[src/rtl/tmr_scrub_register_pkg.sv]
// tmr_scrub_register_pkg: shared defaults, error-flag indices and the bitwise majority vote.
package tmr_scrub_register_pkg;
    localparam int DEF_WIDTH        = 8;
    localparam int DEF_SCRUB_PERIOD = 4;
    localparam int DEF_CNT_W        = 4;
    localparam int MAX_W            = 64;
    localparam int ERR_A = 0;
    localparam int ERR_B = 1;
    localparam int ERR_C = 2;
    typedef enum logic {RUN, SCRUB} state_t;
    function automatic logic [MAX_W-1:0] maj3(input logic [MAX_W-1:0] a, input logic [MAX_W-1:0] b,
                                              input logic [MAX_W-1:0] c);
        return (a & b) | (a & c) | (b & c);
    endfunction
endpackage

[src/rtl/tmr_scrub_register_maj3_vote.sv]
// maj3_vote: WIDTH-bit combinational bitwise majority voter.
module maj3_vote
    import tmr_scrub_register_pkg::*;
#(
    parameter int WIDTH = DEF_WIDTH
) (
    input  logic [WIDTH-1:0] a,
    input  logic [WIDTH-1:0] b,
    input  logic [WIDTH-1:0] c,
    output logic [WIDTH-1:0] y
);
    assign y = WIDTH'(maj3(MAX_W'(a), MAX_W'(b), MAX_W'(c)));
endmodule

[src/rtl/tmr_scrub_register.sv]
// tmr_scrub_register: triplicated register with voted load, periodic scrubbing and SEU error counting.
module tmr_scrub_register
    import tmr_scrub_register_pkg::*;
#(
    parameter int               WIDTH        = DEF_WIDTH,
    parameter int               SCRUB_PERIOD = DEF_SCRUB_PERIOD,
    parameter int               CNT_W        = DEF_CNT_W,
    parameter logic [WIDTH-1:0] RESET_VAL    = '0
) (
    input  logic             clk,
    input  logic             rst,
    input  logic [WIDTH-1:0] inA,
    input  logic [WIDTH-1:0] inB,
    input  logic [WIDTH-1:0] inC,
    input  logic             load,
    input  logic             clear_err,
    output logic [WIDTH-1:0] out,
    output logic [WIDTH-1:0] outA,
    output logic [WIDTH-1:0] outB,
    output logic [WIDTH-1:0] outC,
    output logic [CNT_W-1:0] err_cnt,
    output logic             err_sticky,
    output logic [2:0]       err_copy,
    output logic             in_err
);
    localparam int             TW   = (SCRUB_PERIOD > 1) ? $clog2(SCRUB_PERIOD) : 1;
    localparam logic [TW-1:0]  LAST = TW'(SCRUB_PERIOD - 1);
    localparam logic [CNT_W-1:0] CNT_MAX = '1;
    logic [TW-1:0]    timer;
    logic [WIDTH-1:0] copy_a, copy_b, copy_c, in_v, v;
    logic [2:0]       diff;
    logic             in_dis, scrub_hit;
    state_t           st;
    maj3_vote #(.WIDTH(WIDTH)) u_in_vote (.a(inA), .b(inB), .c(inC), .y(in_v));
    maj3_vote #(.WIDTH(WIDTH)) u_st_vote (.a(copy_a), .b(copy_b), .c(copy_c), .y(v));
    always_comb begin
        st           = (timer == LAST) ? SCRUB : RUN;
        diff         = '0;
        diff[ERR_A]  = copy_a != v;
        diff[ERR_B]  = copy_b != v;
        diff[ERR_C]  = copy_c != v;
        in_dis       = (inA != inB) || (inB != inC);
        // a load on a scrub cycle wins and suppresses the comparison entirely
        scrub_hit    = (st == SCRUB) && !load && (|diff);
    end
    always_ff @(posedge clk or posedge rst) begin
        if (rst) begin
            timer      <= '0;
            copy_a     <= RESET_VAL;
            copy_b     <= RESET_VAL;
            copy_c     <= RESET_VAL;
            err_cnt    <= '0;
            err_sticky <= 1'b0;
            err_copy   <= '0;
            in_err     <= 1'b0;
        end else begin
            timer <= (timer == LAST) ? '0 : timer + 1'b1;
            if (load) begin
                copy_a <= in_v;
                copy_b <= in_v;
                copy_c <= in_v;
            end else if (st == SCRUB) begin
                copy_a <= v;
                copy_b <= v;
                copy_c <= v;
            end
            if (load && in_dis) in_err <= 1'b1;
            else if (clear_err) in_err <= 1'b0;
            if (scrub_hit) begin
                err_sticky <= 1'b1;
                err_copy   <= clear_err ? diff : (err_copy | diff);
                err_cnt    <= clear_err ? CNT_W'(1) : (err_cnt == CNT_MAX) ? err_cnt : err_cnt + 1'b1;
            end else if (clear_err) begin
                err_sticky <= 1'b0;
                err_copy   <= '0;
                err_cnt    <= '0;
            end
        end
    end
    assign out  = v;
    assign outA = copy_a;
    assign outB = copy_b;
    assign outC = copy_c;
endmodule

[config.mk]
export PLATFORM = sky130hd
export DESIGN_NAME = tmr_scrub_register
export DESIGN_NICKNAME = d
export VERILOG_FILES = /design/src/rtl/tmr_scrub_register_pkg.sv /design/src/rtl/tmr_scrub_register_maj3_vote.sv /design/src/rtl/tmr_scrub_register.sv
export SDC_FILE = /design/constraint.sdc
export NUM_CORES = 1
export LEC_CHECK = 0
export CAP_MARGIN = 20
export CORE_MARGIN = 2
export CORE_UTILIZATION = 43
export CTS_CLUSTER_DIAMETER = 100
export DETAILED_ROUTE_END_ITERATION = 12
export PLACE_DENSITY = 0.91
export RECOVER_POWER = 50
export SKIP_LAST_GASP = 1
export SLEW_MARGIN = 20
export SYNTH_ARGS = -nofsm -noshare
export SYNTH_HDL_FRONTEND = slang
export SYNTH_HIERARCHICAL = 1
export SYNTH_SLANG_ARGS = --single-unit
[constraint.sdc]
create_clock -name clk -period 2.8 [get_ports clk]
set_clock_uncertainty 0.15 [all_clocks]
set_input_delay 0.56 -clock clk [delete_from_list [all_inputs] [get_ports clk]]
set_output_delay 0.56 -clock clk [all_outputs]
set_load 0.05 [all_outputs]
==> flow_metrics.env, run 1 <==
export IMPL_die_area_sq_mm=0.00361
export IMPL_hold_buffers=0
export IMPL_timing_rr_end="err_cnt[1]$_DFFE_PP0P_"
export IMPL_setup_viol=0
export IMPL_clk_insertion_delay_late_ns=0.30
export IMPL_powerDensity_mw_per_mm2=500
export IMPL_syn_inst=137
export IMPL_cts_inserted_buffers=3
export IMPL_drcViolationCount=0
export IMPL_syn_avg_cell_area_sq_um=9.88
export IMPL_numPortBuffers=68
export IMPL_grt_ovfl_total=0
export IMPL_rr_startpoint="outC[5]$_DFFE_PP0P_"
export IMPL_worstPathArrival_ns=1.94
export IMPL_grt_pass1_wl_um=4910
export IMPL_path_max_fanout=8
export IMPL_fin_nets=222
export IMPL_ys_seq_area_frac=0.351
export IMPL_cts_tree="yes"
export IMPL_clkSlewWorstSetupHoldPaths_ns=0.11
export IMPL_endpoint_kind="primary output"
export IMPL_rows=20
export IMPL_routed_wl_um=3200
export IMPL_critPathLaunchType="register"
export IMPL_vias=1174
export IMPL_floorplan_initialDensity=0.447
export IMPL_cts_setup_buffers=0
export IMPL_rsz0062_at_grt="false"
export IMPL_cts_sinks=19
export IMPL_via_per_inst=5.00
export IMPL_area_delta_synth_final_pct=46.6
export IMPL_fin_crit_sh=0.946
export IMPL_worstPathRequired_ns=2.09
export IMPL_grt_antenna_before_repair=0
export IMPL_critPathKind="reg2out"
export IMPL_root_buffer="clkbuf_4"
export IMPL_period_needed_ns=2.65
export IMPL_ir_worst_vdd_v=0.000268
export IMPL_boundaryPins=69
export IMPL_cts_resized=0
export IMPL_timing_max_cap_violations=0
export IMPL_post_route_util=0.655
export IMPL_die_w_um=60.1
export IMPL_pre_cts_slack_ns=0.489
export IMPL_drt_iter0_markers=15
export IMPL_synth_cell_types=28
export IMPL_dr_pass1_iters=4
export IMPL_num_antenna_cells=0
export IMPL_worst_pin_slew_ns=0.739
export IMPL_hold_ws_ns=0.298
export IMPL_grtUsageTotal=0.180
export IMPL_layout_commonest_cell="clkdlybuf4s50_1"
export IMPL_finalSetupTns_ns=0
export IMPL_syn_area_sq_mm=0.00135
export IMPL_postRouteAntennaNets=0
export IMPL_r2r_setup_slack_ns=0.33
export IMPL_wl_per_cell_um=13.6
export IMPL_die_h_um=60.1
export IMPL_total_power_mw=0.993
export IMPL_cts_path_max_buffers=2
export IMPL_synth_seq_cells=19
export IMPL_h_tree_depth=1
export IMPL_leakagePower_nw=0.829
export IMPL_fin_ws_ns=0.152
export IMPL_reg2regPathDepth=6
export IMPL_hold_path_class="reg2reg"
export IMPL_coreArea_sq_mm=0.00303
export IMPL_synth_warnings=6
export IMPL_final_cell_mix="clkdlybuf4s50_1, dfrtp_1, maj3_2, nand2_1"
export IMPL_worstHoldStart="timer[0]$_DFF_PP0_"
export IMPL_drive_gt1_frac=0.126
export IMPL_hold_end="timer[0]$_DFF_PP0_"
export IMPL_n_fill_cell=251
export IMPL_max_freq_mhz=378
export IMPL_first_global_vias=1138
export IMPL_hold_viol_final=0
export IMPL_syn_nets=167
export IMPL_grt_max_degree=20
export IMPL_outcome="finished clean"
export IMPL_hold_depth=1
export IMPL_report_final_slew_viol_count=0
export IMPL_gp_congestion=0.830
export IMPL_slew_headroom=0.507
export IMPL_place_detailed_hpwl_um=2630
==> flip-flops by register name, summed over array words and instances (netlist names) <==
register and cells:
outC 8, err_cnt 4, err_copy 3, timer 2
err_sticky 1, in_err 1
==> cells in the mapped netlist (all sizes together) <==
| master | count | share of area |
|---|---|---|
| and3 | 9 | 0.042 |
| o22ai | 4 | 0.018 |
| nor3 | 10 | 0.044 |
| a22o | 1 | 0.0065 |
| nor4 | 2 | 0.018 |
| clkbuf | 2 | 0.0055 |
| maj3 | 16 | 0.13 |
| buf | 17 | 0.092 |
| nand2 | 11 | 0.030 |
| a21oi | 3 | 0.014 |
| nor2 | 1 | 0.0028 |
| and2 | 1 | 0.0065 |
| a31oi | 1 | 0.0046 |
| a21o | 4 | 0.022 |
| dfrtp | 19 | 0.35 |
| o21ai | 10 | 0.037 |
| xor2 | 8 | 0.052 |
| inv | 2 | 0.0055 |
| and4b | 2 | 0.015 |
| nand3 | 1 | 0.0037 |
| nand2b | 1 | 0.0046 |
| or4 | 1 | 0.0055 |
| ha | 2 | 0.018 |
| mux2i | 9 | 0.067 |
==> layout make-up <==
cell class | count | area (sq um) | share of cell area
clock buffers | 3 | 22.5 | 0.0113
clock inverters | 1 | 5.00 | 0.00252
inverters | 2 | 7.51 | 0.00378
multi-input cells | 97 | 731 | 0.368
flip-flops and latches | 19 | 475 | 0.240
well taps | 44 | 55.1 | 0.0277
repair buffers | 69 | 688 | 0.347
==> worst max-delay path, cell delays in order, from the launching register on <==
cell and delay [ns]:
dfrtp_1 0.48, maj3_1 0.43, clkdlybuf4s50_1 0.73
==> worst max-delay path by stage <==
stage	start	endpoint	slack (ns)	depth (start not counted)
2_1_floorplan	outC[0]$_DFFE_PP0P_	err_cnt[1]$_DFFE_PP0P_	0.39	6
3_3_place_gp	inC[4]	in_err$_DFFE_PP0P_	0.53	5
3_5_place_dp	inA[4]	in_err$_DFFE_PP0P_	0.49	5
4_1_cts	outC[0]$_DFFE_PP0P_	out[0]	0.14	2
5_1_grt	outC[2]$_DFFE_PP0P_	out[2]	0.07	2
6_report	outC[5]$_DFFE_PP0P_	out[5]	0.15	2
==> through the flow <==
step | cells | area [sq um]
after global routing | 235 | 1980
after global placement | 231 | 1960
after detailed placement | 231 | 1960
after floorplan | 137 | 1350
after CTS | 235 | 1990
final | 235 | 1980
==> power by group <==
| group | internal, mW | leakage (nW) | switching [mW] | total (mW) |
|---|---|---|---|---|
| Combinational | 0.193 | 0.573 | 0.332 | 0.525 |
| Clock | 0.0533 | 0.0177 | 0.0895 | 0.143 |
| Sequential | 0.292 | 0.238 | 0.0332 | 0.325 |
| Total | 0.538 | 0.829 | 0.455 | 0.993 |
==> logic make-up after synthesis <==
family          share of synthesized area
flops                               0.351
xor+xnor                           0.0518
buf+inv                             0.104
mux                                0.0665
simple gates                        0.173
fa+ha+maj                           0.152
compound gates                      0.103
==> layer usage <==
| layer | vias up | wire (um) | track usage |
|---|---|---|---|
| met4 | 0 | 39 | 0.0571 |
| li1 | 587 | - | - |
| met5 | - | 0 | 0 |
| met2 | 33 | 1770 | 0.351 |
| met1 | 550 | 1280 | 0.198 |
| met3 | 4 | 107 | 0.0216 |
(Power assumes the default switching activity.)
==> run 2: changes to the inputs <==
--- a/config.mk
+++ b/config.mk
@@ -7,10 +7,10 @@
 export LEC_CHECK = 0
 export CAP_MARGIN = 20
 export CORE_MARGIN = 2
-export CORE_UTILIZATION = 43
+export CORE_UTILIZATION = 36
 export CTS_CLUSTER_DIAMETER = 100
 export DETAILED_ROUTE_END_ITERATION = 12
-export PLACE_DENSITY = 0.91
+export PLACE_DENSITY = 0.81
 export RECOVER_POWER = 50
 export SKIP_LAST_GASP = 1
 export SLEW_MARGIN = 20
==> constraint.sdc (replaced) <==
create_clock -name clk -period 2.4 [get_ports clk]
set_clock_uncertainty 0.15 [all_clocks]
set_input_delay 0.72 -clock clk [delete_from_list [all_inputs] [get_ports clk]]
set_output_delay 0.72 -clock clk [all_outputs]
set_load 0.05 [all_outputs]
==> run 2 against run 1 <==
- critical path type is now in2reg
- total power grew 21%
- first-iteration DRC count grew 130%
- hold slack lost 0.015 ns
- sequential share of layout area shrank 0.26 points
- global-route usage shrank 4.1 points
- die area grew 18%
- final cell count grew 8.1%
- worst setup slack lost 0.035 ns
==> flow_metrics.env, run 2 (synthesis results as in run 1) <==
export IMPL_grt_antenna_before_repair=0
export IMPL_fin_area_sq_mm=0.00203
export IMPL_routed_wl_um=2850
export IMPL_h_tree_depth=1
export IMPL_grt_max_degree=20
export IMPL_cts_path_max_buffers=2
export IMPL_clkSlewWorstSetupHoldPaths_ns=0.07
export IMPL_worst_pin_slew_ns=0.969
export IMPL_die_w_um=65.3
export IMPL_fin_ws_ns=0.117
export IMPL_slew_headroom=0.354
export IMPL_cts_setup_buffers=0
export IMPL_grt_ovfl_total=0
export IMPL_cts_inserted_buffers=3
export IMPL_endpoint_kind="register"
export IMPL_cts_tree="yes"
export IMPL_ir_worst_vdd_v=0.000199
export IMPL_boundaryPins=69
export IMPL_crit_slowest_cell="dlygate4sd3_1"
export IMPL_wl_per_cell_um=11.2
export IMPL_fin_crit_sh=0.951
export IMPL_final_cell_mix="buf_4, clkdlybuf4s50_1, maj3_2, dfrtp_1"
export IMPL_cts_sinks=19
export IMPL_hold_buffers=0
export IMPL_report_final_slew_viol_count=0
export IMPL_die_h_um=65.3
export IMPL_finalSetupTns_ns=0
export IMPL_layout_commonest_cell="buf_4"
export IMPL_largest_register_ff_count=8
export IMPL_path_max_fanout=3
export IMPL_cts_resized=0
export IMPL_outcome="finished clean"
export IMPL_gp_congestion=0.706
export IMPL_hold_viol_final=0
export IMPL_numPortBuffers=68
export IMPL_period_needed_ns=2.28
export IMPL_floorplan_initialDensity=0.373
export IMPL_timing_max_cap_violations=0
export IMPL_postRouteAntennaNets=0
export IMPL_critPathKind="in2reg"
export IMPL_first_global_vias=1060
export IMPL_area_delta_synth_final_pct=49.7
export IMPL_pre_cts_slack_ns=-0.0872
export IMPL_rsz0062_at_grt="false"
export IMPL_place_detailed_hpwl_um=2370
export IMPL_rows=22
export IMPL_hold_path_class="reg2reg"
export IMPL_cp_num_buf_inv=1
export IMPL_via_per_inst=4.67
export IMPL_fin_nets=237
export IMPL_coreArea_sq_mm=0.00363
export IMPL_critPathMaxStageDelay_ns=0.56
export IMPL_drt_iter0_markers=35
export IMPL_die_area_sq_mm=0.00427
export IMPL_powerDensity_mw_per_mm2=593
export IMPL_drcViolationCount=0
export IMPL_grtUsageTotal=0.139
export IMPL_dr_pass1_iters=4
export IMPL_num_antenna_cells=0
export IMPL_leakagePower_nw=0.915
export IMPL_worstPathArrival_ns=2.27
export IMPL_max_freq_mhz=438
export IMPL_critPathLaunchType="primary input"
export IMPL_vias=1185
export IMPL_crit_family="simple AND/OR/NAND/NOR gates"
export IMPL_root_buffer="clkbuf_8"
export IMPL_clk_insertion_delay_late_ns=0.25
export IMPL_worstPathRequired_ns=2.39
export IMPL_n_fill_cell=350
export IMPL_path_cells="dlygate4sd3_1, nor3_1, o22ai_1, or4_1, a22o_1"
export IMPL_grt_pass1_wl_um=4640
export IMPL_drive_gt1_frac=0.350
export IMPL_setup_viol=0
export IMPL_placed_area_sq_mm=0.00202
-- run 2: cell count changes in the layout (fill, tap and decap cells not counted), moves of 3 or more --
cell	delta
buf_4	+40
clkbuf_1	+11
clkbuf_4	-3
clkbuf_8	+3
clkdlybuf4s50_1	-37
dfrtp_1	-4
dfrtp_2	+4
o21ai_0	-5
o21ai_1	+5
-- run 2: path summary, 6_finish.rpt --
check                      cells after the start  slack, ns                      end           startpoint
setup / recovery                               5       0.12       in_err$_DFFE_PP0P_               inB[7]
hold / removal                                 1       0.28       timer[0]$_DFF_PP0_   timer[0]$_DFF_PP0_
setup reg to reg                               6       0.30   err_cnt[1]$_DFFE_PP0P_  outC[4]$_DFFE_PP0P_
hold reg to reg                                1       0.28       timer[0]$_DFF_PP0_   timer[0]$_DFF_PP0_
max in group asynchronous                      3       0.40      outC[5]$_DFFE_PP0P_                  rst
min in group asynchronous                      3       1.05  err_copy[0]$_DFFE_PP0P_                  rst
-- run 2: power by group --
group          total, mW  internal, mW  switching, mW
sequential         0.383         0.343         0.0395
combinational      0.606         0.219          0.387
clock              0.214         0.118         0.0966
total               1.20         0.680          0.523
-- run 2: layer usage --
layer | vias to the layer above | part of all wire | track usage
li1 | 620 | - | -
met1 | 518 | 0.43 | 0.168
met2 | 45 | 0.49 | 0.244
met3 | 2 | 0.071 | 0.0342
met4 | 0 | 0.0021 | 0.0391
met5 | - | 0 | 0
-- run 2: area by class of cell --
class	instances	area, sq um	area share
timing repair buffer	84	696	0.343
sequential	19	480	0.237
multi-input combinational	97	738	0.364
tap	48	60.1	0.0296
clock buffer	4	45.0	0.0222
inverter	2	7.51	0.00370
-- run 2: stage by stage --
step / instances / total power, mW / hold slack (ns) / utilization
2_1_floorplan: 137 / 0.823 / 0.260 / -
3_3_place_gp: 250 / 1.01 / 0.274 / 0.556
3_5_place_dp: 250 / 1.01 / 0.277 / 0.556
6_report: 254 / 1.20 / 0.283 / 0.558
5_1_grt: 254 / 1.26 / 0.316 / 0.558
4_1_cts: 254 / 1.23 / 0.286 / 0.569
